<file path="config.mk">
export PLATFORM = sky130hd
export DESIGN_NAME = image_eth_deformatter
export DESIGN_NICKNAME = d
export VERILOG_FILES = /design/src/rtl/image_eth_deformatter.sv
export SDC_FILE = /design/constraint.sdc
export NUM_CORES = 1
export LEC_CHECK = 0
export BUFFER_PORTS_ARGS = -buffer_cell sky130_fd_sc_hd__buf_4
export CORE_MARGIN = 2
export CORE_UTILIZATION = 54
export CTS_BUF_LIST = sky130_fd_sc_hd__clkbuf_8 sky130_fd_sc_hd__clkbuf_16
export CTS_CLUSTER_SIZE = 10
export DETAILED_ROUTE_END_ITERATION = 6
export PLACE_DENSITY = 0.82
export SLEW_MARGIN = 20
export SYNTH_ARGS = -nofsm -noshare
export SYNTH_HDL_FRONTEND = slang
export SYNTH_SLANG_ARGS = --single-unit
</file>
<file path="constraint.sdc">
create_clock -name clk_pixel -period 1.95 [get_ports clk_pixel]
set_input_delay 0.39 -clock clk_pixel [delete_from_list [all_inputs] [get_ports clk_pixel]]
set_output_delay 0.39 -clock clk_pixel [all_outputs]
set_load 0.01 [all_outputs]
</file>
<file path="src/rtl/image_eth_deformatter.sv">
// image_eth_deformatter: recovers pixel lines from an Ethernet RX byte FIFO stream.
// Line format: A5 5A line_hi line_lo, then IMG_WIDTH pixel bytes.
// Optional build macro DEFORMATTER_SEQ_CHECK_EN also rejects out-of-sequence nonzero line numbers.
// Ports: clk_pixel, rst_n (sync, active-low) | fifo_empty, read_data[7:0] in | read_req out |
//        vsync, hsync, valid, pixel_data[7:0], line_count[15:0], seq_err out.
module image_eth_deformatter #(
   parameter int IMG_WIDTH  = 640,
   parameter int IMG_HEIGHT = 480
) (
   input  logic        clk_pixel,
   input  logic        rst_n,
   input  logic        fifo_empty,
   input  logic [7:0]  read_data,
   output logic        read_req,
   output logic        vsync,
   output logic        hsync,
   output logic        valid,
   output logic [7:0]  pixel_data,
   output logic [15:0] line_count,
   output logic        seq_err
);
   localparam logic [11:0] LAST_PX = 12'(IMG_WIDTH - 1);
   localparam logic [15:0] LAST_LN = 16'(IMG_HEIGHT - 1);
   typedef enum logic [2:0] {HUNT_A5, HUNT_5A, LN_HI, LN_LO, PIXELS} state_t;
   state_t      state;
   logic        byte_valid;
   logic        sof_pending;
   logic        eof_pending;
   logic [7:0]  ln_hi;
   logic [11:0] px_cnt;
   logic [15:0] ln;
   logic        bad_ln;
   assign read_req = !fifo_empty && rst_n;
   assign ln       = {ln_hi, read_data};
`ifdef DEFORMATTER_SEQ_CHECK_EN
   assign bad_ln = ln > LAST_LN || (ln != '0 && ln != line_count + 16'd1);
`else
   assign bad_ln = ln > LAST_LN;
`endif
   // sof_pending: a line 0 header was accepted, vsync rises with its first pixel.
   // eof_pending: the last pixel of the last line was just emitted, vsync falls next cycle.
   always_ff @(posedge clk_pixel) begin
      if (!rst_n) begin
         state       <= HUNT_A5;
         byte_valid  <= 1'b0;
         sof_pending <= 1'b0;
         eof_pending <= 1'b0;
         ln_hi       <= '0;
         px_cnt      <= '0;
         vsync       <= 1'b0;
         hsync       <= 1'b0;
         valid       <= 1'b0;
         pixel_data  <= '0;
         line_count  <= '0;
         seq_err     <= 1'b0;
      end else begin
         byte_valid  <= read_req;
         seq_err     <= 1'b0;
         valid       <= 1'b0;
         eof_pending <= 1'b0;
         if (eof_pending) vsync <= 1'b0;
         if (byte_valid && state == PIXELS) begin
            valid       <= 1'b1;
            hsync       <= 1'b1;
            pixel_data  <= read_data;
            px_cnt      <= px_cnt + 12'd1;
            sof_pending <= 1'b0;
            if (sof_pending) vsync <= 1'b1;
            if (px_cnt == LAST_PX) begin
               state       <= HUNT_A5;
               eof_pending <= line_count == LAST_LN;
            end
         end else begin
            // hsync survives FIFO underflow mid-line, drops once the line is over
            hsync <= hsync && state == PIXELS;
            if (byte_valid) begin
               case (state)
                  HUNT_A5: state <= read_data == 8'hA5 ? HUNT_5A : HUNT_A5;
                  HUNT_5A: state <= read_data == 8'h5A ? LN_HI : read_data == 8'hA5 ? HUNT_5A : HUNT_A5;
                  LN_HI: begin
                     ln_hi <= read_data;
                     state <= LN_LO;
                  end
                  LN_LO: begin
                     if (bad_ln) begin
                        seq_err     <= 1'b1;
                        vsync       <= 1'b0;
                        sof_pending <= 1'b0;
                        state       <= HUNT_A5;
                     end else begin
                        line_count  <= ln;
                        px_cnt      <= '0;
                        sof_pending <= ln == '0;
                        if (ln == '0) vsync <= 1'b0;
                        state       <= PIXELS;
                     end
                  end
                  default: state <= HUNT_A5;
               endcase
            end
         end
      end
   end
endmodule

</file>
* Word level (Yosys, flattened, before mapping)
Index checks and enable logic that the tools add are counted.
** Word-level totals
- Flip-flop bits (word level) :: 54
- Bits of input ports :: 11
- Output and inout bits :: 29
- Logic and storage cells :: 67
** Cells by class
- Add/subtract/negate cells :: 1
- $lt $le $gt $ge :: 1
- Eq/ne operators :: 10
- Multiplexer cells :: 22
- Bitwise logic cells :: 5
- Reductions and logical operators :: 16
** Operators with widths (count)
- 12-bit 2-to-1 mux :: 4
- 16-bit by 9-bit equality test with 1-bit output, second input constant :: 1
- 16-bit by 9-bit > comparator with 1-bit output, second input constant :: 1
- 16-bit logical NOT :: 1
- 12-bit by 1-bit adder with 12-bit output, second input constant :: 1
- 12-bit by 10-bit equality test with 1-bit output, second input constant :: 1
- 1-bit 2-to-1 mux :: 12
- 3-bit 2-to-1 mux :: 4
- 3-bit one-hot mux with 4 select lines :: 1
- 3-bit AND reduction :: 3
- 8-bit by 7-bit equality test with 1-bit output, second input constant :: 1
- 8-bit equality test, second input constant :: 1
- 3-bit by 2-bit equality test with 1-bit output, second input constant :: 2
- 1-bit NOT :: 5
- 2-bit by 1-bit != test with 1-bit output, second input constant :: 2
- 2-bit AND reduction :: 2
- 4-bit AND reduction :: 1
- 2-bit nonzero test :: 2
- 4-bit OR reduction :: 1
- 3-bit by 1-bit equality test with 1-bit output, second input constant :: 1
- 3-bit equality test, second input constant :: 1
- 1-bit logical AND :: 3
- 3-bit logical NOT :: 1
- 2-bit 2-to-1 mux :: 1
- other kinds (2) :: 2

* Depth between registers and ports, before layout
- Depth in word-level cells :: 6
- Gate-level depth with buffers :: 6
- Mapped depth without buffers :: 5

* Worst setup path after synthesis
Ideal clock, no wire load.
- Kind :: reg-to-reg
- Start point :: register px_cnt[0]
- End point :: register state[2]
- Arrival time :: 1250 ps
- Data required time :: 1823 ps
- Setup slack :: 573 ps
- Cell stages (with the launch flop) :: 6
- Period minus slack after synthesis :: 1377 ps
- Cell sequence :: dfxtp_1 ha_1 nand4_1 or2_1 o31ai_1 a31oi_1
** On the way
- Longest elaborated chain between the ends :: 3
** Ends and longest elaborated chain
- start: declaration :: line 30 : logic [11:0] px_cnt;
- start signal: assignment :: line 66 : px_cnt <= px_cnt + 12'd1;
- 12-bit by 10-bit equality test with 1-bit output :: line 69 : if (px_cnt == LAST_PX) begin
- 2-bit by 1-bit != test with 1-bit output (no line)
- 2-bit AND reduction (no line)
- end signal: assignment :: line 78 : HUNT_A5: state <= read_data == 8'hA5 ? HUNT_5A : HUNT_A5;
- end signal: assignment :: line 79 : HUNT_5A: state <= read_data == 8'h5A ? LN_HI : read_data == 8'hA5 ? HUNT_5A : HUNT_A5;
- end: declaration :: line 25 : state_t state;
No other way between the ends.
A chain may end at the register's enable or synchronous reset.

* Worst setup path in the final report
- Start point :: register byte_valid
- End point :: register px_cnt[11]
** On the way
- Longest elaborated chain between the ends :: 3
- Elaborated cells between the ends (all ways) :: 6
- Those cells by class :: 1 x eq/ne; 1 x mux; 4 x reduce/logical
** Ends and longest elaborated chain
- start: declaration :: line 26 : logic byte_valid;
- start signal: assignment :: line 57 : byte_valid <= read_req;
- 1-bit logical AND :: line 62 : if (byte_valid && state == PIXELS) begin
- 2-bit by 1-bit != test with 1-bit output (no line) or 2-bit nonzero test (tied branches)
- 3-bit AND reduction (no line)
Parallel ways exist; a longest one is shown, timed or not.

==> results.py <==
metrics = {
    "critical_path": {
        "worstPathMaxFanout": 10,
        "required_ns": 2.15,
        "crit_chain": "nand4bb_1, nor4_1, xnor2_1, nor2_2",
        "slowest_stage": "nor4_1",
        "cp.depth": 4,
        "crit_family": "simple AND/OR/NAND/NOR gates",
        "crit_type": "flop to flop",
        "r2r_cells": 4,
        "arrival_ns": 1.94,
        "crit_path_max_incr_delay_ns": 0.51,
        "start_kind": "flop",
        "cp.buffers_inverters": 0,
        "endpoint_kind": "flop",
    },
    "sta": {
        "setup_ws_ns": 0.207,
        "fmax_mhz": 574,
        "drv_slew": 0,
        "finalSetupViolCount": 0,
        "hold_viol": 0,
        "relSlewSlack_pct": 68.0,
        "period_needed_ns": 1.74,
        "fin_crit_sh_pct": 89.4,
        "worstMarginPinSlew_ns": 0.480,
        "fin_worst_skew_ns": 0.00324,
        "rsz0062_at_grt": "no",
        "fin_setup_tns_ns": 0,
    },
    "floorplan": {
        "core_area_um2": 3720,
        "die_w_um": 66.8,
        "die_h_um": 66.8,
        "start_util_pct": 57.3,
        "ios": 40,
        "rows": 22,
        "dieArea_um2": 4460,
    },
    "logic_synthesis": {
        "yosysUniqueCellTypes": 43,
        "synth_edf_count": 0,
        "syn_area_um2": 2130,
        "syn_area_per_cell_um2": 10.1,
        "synthArstFlopShare_pct": 0,
        "synthCells": 211,
        "syn_nets": 223,
        "ys_ff_latch": 54,
        "synth_seq_area_share_pct": 50.8,
        "yosys_most_used_dff": "dfxtp_1",
        "synth-warning-count": 0,
    },
    "clocking": {
        "clk_latency_ns": 0.30,
        "post-cts-setup-buffers": 0,
        "cts_tree": "done",
        "cts_max_level": 2,
        "post_cts_resized": 0,
        "hold_buffers": 0,
        "cts_root_buf": "clkbuf_8",
        "cts_buffers": 5,
        "cts.clk_slew.worst_paths_ns": 0.09,
        "cts_num_sinks": 54,
        "clk_path_buf_depth": 2,
    },
    "final_layout": {
        "multi_input_area_um2": 985,
        "diodes": 0,
        "register_area_um2": 1080,
        "nFillCells": 296,
        "drive_gt1_share_pct": 23.0,
        "area_growth_pct": 21.8,
        "nets": 263,
    },
    "placed_design": {
        "place_congestion": 0.805,
        "pre_cts_slack_ns": 0.199,
        "dp_hpwl_um": 3180,
        "io_buffers": 39,
    },
    "power": {
        "swShare_pct": 18.6,
        "p_per_area_nw_per_um2": 792,
        "combPwrFrac_pct": 2.9,
        "internal_power_uw": 1670,
        "leakage_uw": 0.00111,
        "ir_drop_uv": 542,
        "power.total_uw": 2050,
        "clkPwrFrac_pct": 43.3,
        "p_sw_uw": 382,
        "pwr-share-seq_pct": 53.8,
    },
    "detailed_routing": {
        "wl_per_cell_um": 14.5,
        "via_count": 1683,
        "drc": 0,
        "routed_wl_um": 4350,
        "drt_pass1_iterations": 4,
        "ant_nets": 0,
        "drt-initial-drc-count": 89,
        "via_per_inst": 5.61,
    },
    "global_route": {
        "grt_max_degree": 20,
        "grt_pass1_vias": 1687,
        "gr-total-overflow": 0,
        "antenna_found_initial": 0,
        "grtUsageTotal_pct": 22.5,
        "grt_pass1_wl_um": 7600,
    },
    "job": {
        "maxCapViolations": 0,
    },
    "outcome": {
        "status": "finished clean",
    },
    "hold_path": {
        "worst_hold_path_type": "input port to flop",
        "whs_path_depth": 2,
    },
}
## final timing paths
kind                                    from                          to  slack (ns)
setup reg to reg       byte_valid$_SDFF_PN0_     px_cnt[11]$_SDFFE_PN0P_        0.21
hold reg to reg   pixel_data[0]$_SDFFE_PN0P_  pixel_data[0]$_SDFFE_PN0P_        0.48
setup / recovery       byte_valid$_SDFF_PN0_     px_cnt[11]$_SDFFE_PN0P_        0.21
hold / removal                    fifo_empty       byte_valid$_SDFF_PN0_        0.24
## layout make-up
cell class                 count  area share [%]
clock buffer                   6            3.19
multi-input combinational    146            38.0
inverter                       2           0.290
clock inverter                 2            2.32
tap                           48            2.32
timing repair buffer          42            12.2
sequential                    54            41.7
## worst register-to-register path: cells and delay by family (launching register included)
kind / cells / cell delay (ns)
flops: 1 / 0.47
xor+xnor: 1 / 0.19
simple gates: 3 / 0.98
## stage by stage
stage          hold slack (ns)  std cells  utilization, %  area [µm²]
2_1_floorplan            0.457        211               -        2130
3_3_place_gp             0.460        292            65.9        2450
3_5_place_dp             0.462        292            65.9        2450
4_1_cts                  0.233        300            69.7        2590
5_1_grt                  0.243        300            69.7        2590
6_report                 0.239        300            69.7        2590
## power by group through the flow
| stage | combinational (µW) | sequential (µW) | clock, µW |
|---|---|---|---|
| 4_1_cts | 59.0 | 1110 | 909 |
| 6_report | 58.5 | 1110 | 890 |
| 5_1_grt | 63.9 | 1110 | 953 |
| 3_5_place_dp | 58.9 | 1130 | 0 |
| 3_3_place_gp | 59.0 | 1130 | 0 |
| 2_1_floorplan | 24.0 | 1130 | 0 |
## metal layers
| metal | wire length [µm] | vias up | global-route usage (%) |
|---|---|---|---|
| li1 | - | 843 | - |
| met1 | 1980 | 798 | 27.6 |
| met2 | 2140 | 35 | 38.0 |
| met3 | 167 | 7 | 4.05 |
| met4 | 55 | 0 | 10.5 |
| met5 | 0 | - | 0 |
## placed cells by master, fill, tap and decap left out, types with 2 or more instances in the layout
cell type | netlist | routed
xnor2_1 | 7 | 7
nor2_1 | 30 | 30
mux2i_1 | 17 | 17
nand2_1 | 7 | 7
nor2b_1 | 3 | 3
nand3_1 | 5 | 5
buf_4 | 3 | 42
nor4_2 | 2 | 2
bufinv_16 | 0 | 2
o31ai_1 | 2 | 2
xor2_1 | 3 | 3
nor4_1 | 7 | 7
nor3_1 | 6 | 6
nand2b_1 | 2 | 2
nor2_2 | 3 | 3
dfxtp_1 | 54 | 54
nand4_1 | 9 | 9
and3_1 | 11 | 11
inv_1 | 2 | 2
a22o_1 | 8 | 8
clkbuf_8 | 0 | 6
nand4b_1 | 3 | 3
and2_1 | 2 | 2
## sequential cells by signal, summed over array words and instances, names as in the netlist
| register | count |
|---|---|
| seq_err | 1 |
| vsync | 1 |
| eof_pending | 1 |
| state | 3 |
| line_count | 16 |
| valid | 1 |
| px_cnt | 12 |
| ln_hi | 8 |
| sof_pending | 1 |
| byte_valid | 1 |
| hsync | 1 |
| pixel_data | 8 |
## cells by family after synthesis
| logic type | share of synthesized area, % |
|---|---|
| and+or+nand+nor | 26.2 |
| DFF | 50.8 |
| AOI/OAI and AO/OA | 7.41 |
| muxes | 8.00 |
| buffers and inverters | 2.94 |
| xor gates and xnor gates | 4.12 |
| adders and majority gates | 0.588 |
## Yosys cell counts, types with 2 or more instances
master / instances / share of area, %
nor2_1: 30 / 5.3
and3_1: 11 / 3.2
nand4b_1: 3 / 1.2
nor2b_1: 3 / 0.88
xor2_1: 3 / 1.2
nand2b_1: 2 / 0.59
nor3_1: 6 / 1.4
nor4_2: 2 / 1.2
xnor2_1: 7 / 2.9
nand4_1: 9 / 2.6
a22o_1: 8 / 3.3
nand3_1: 5 / 1.2
inv_1: 2 / 0.35
nand2_1: 7 / 1.2
o31ai_1: 2 / 0.71
nor2_2: 3 / 0.88
mux2i_1: 17 / 8.0
clkbuf_1: 3 / 0.53
buf_2: 2 / 0.47
dfxtp_1: 54 / 51
and2_1: 2 / 0.59
buf_4: 3 / 1.1
nor4_1: 7 / 2.1
(Power assumes the default switching activity.)
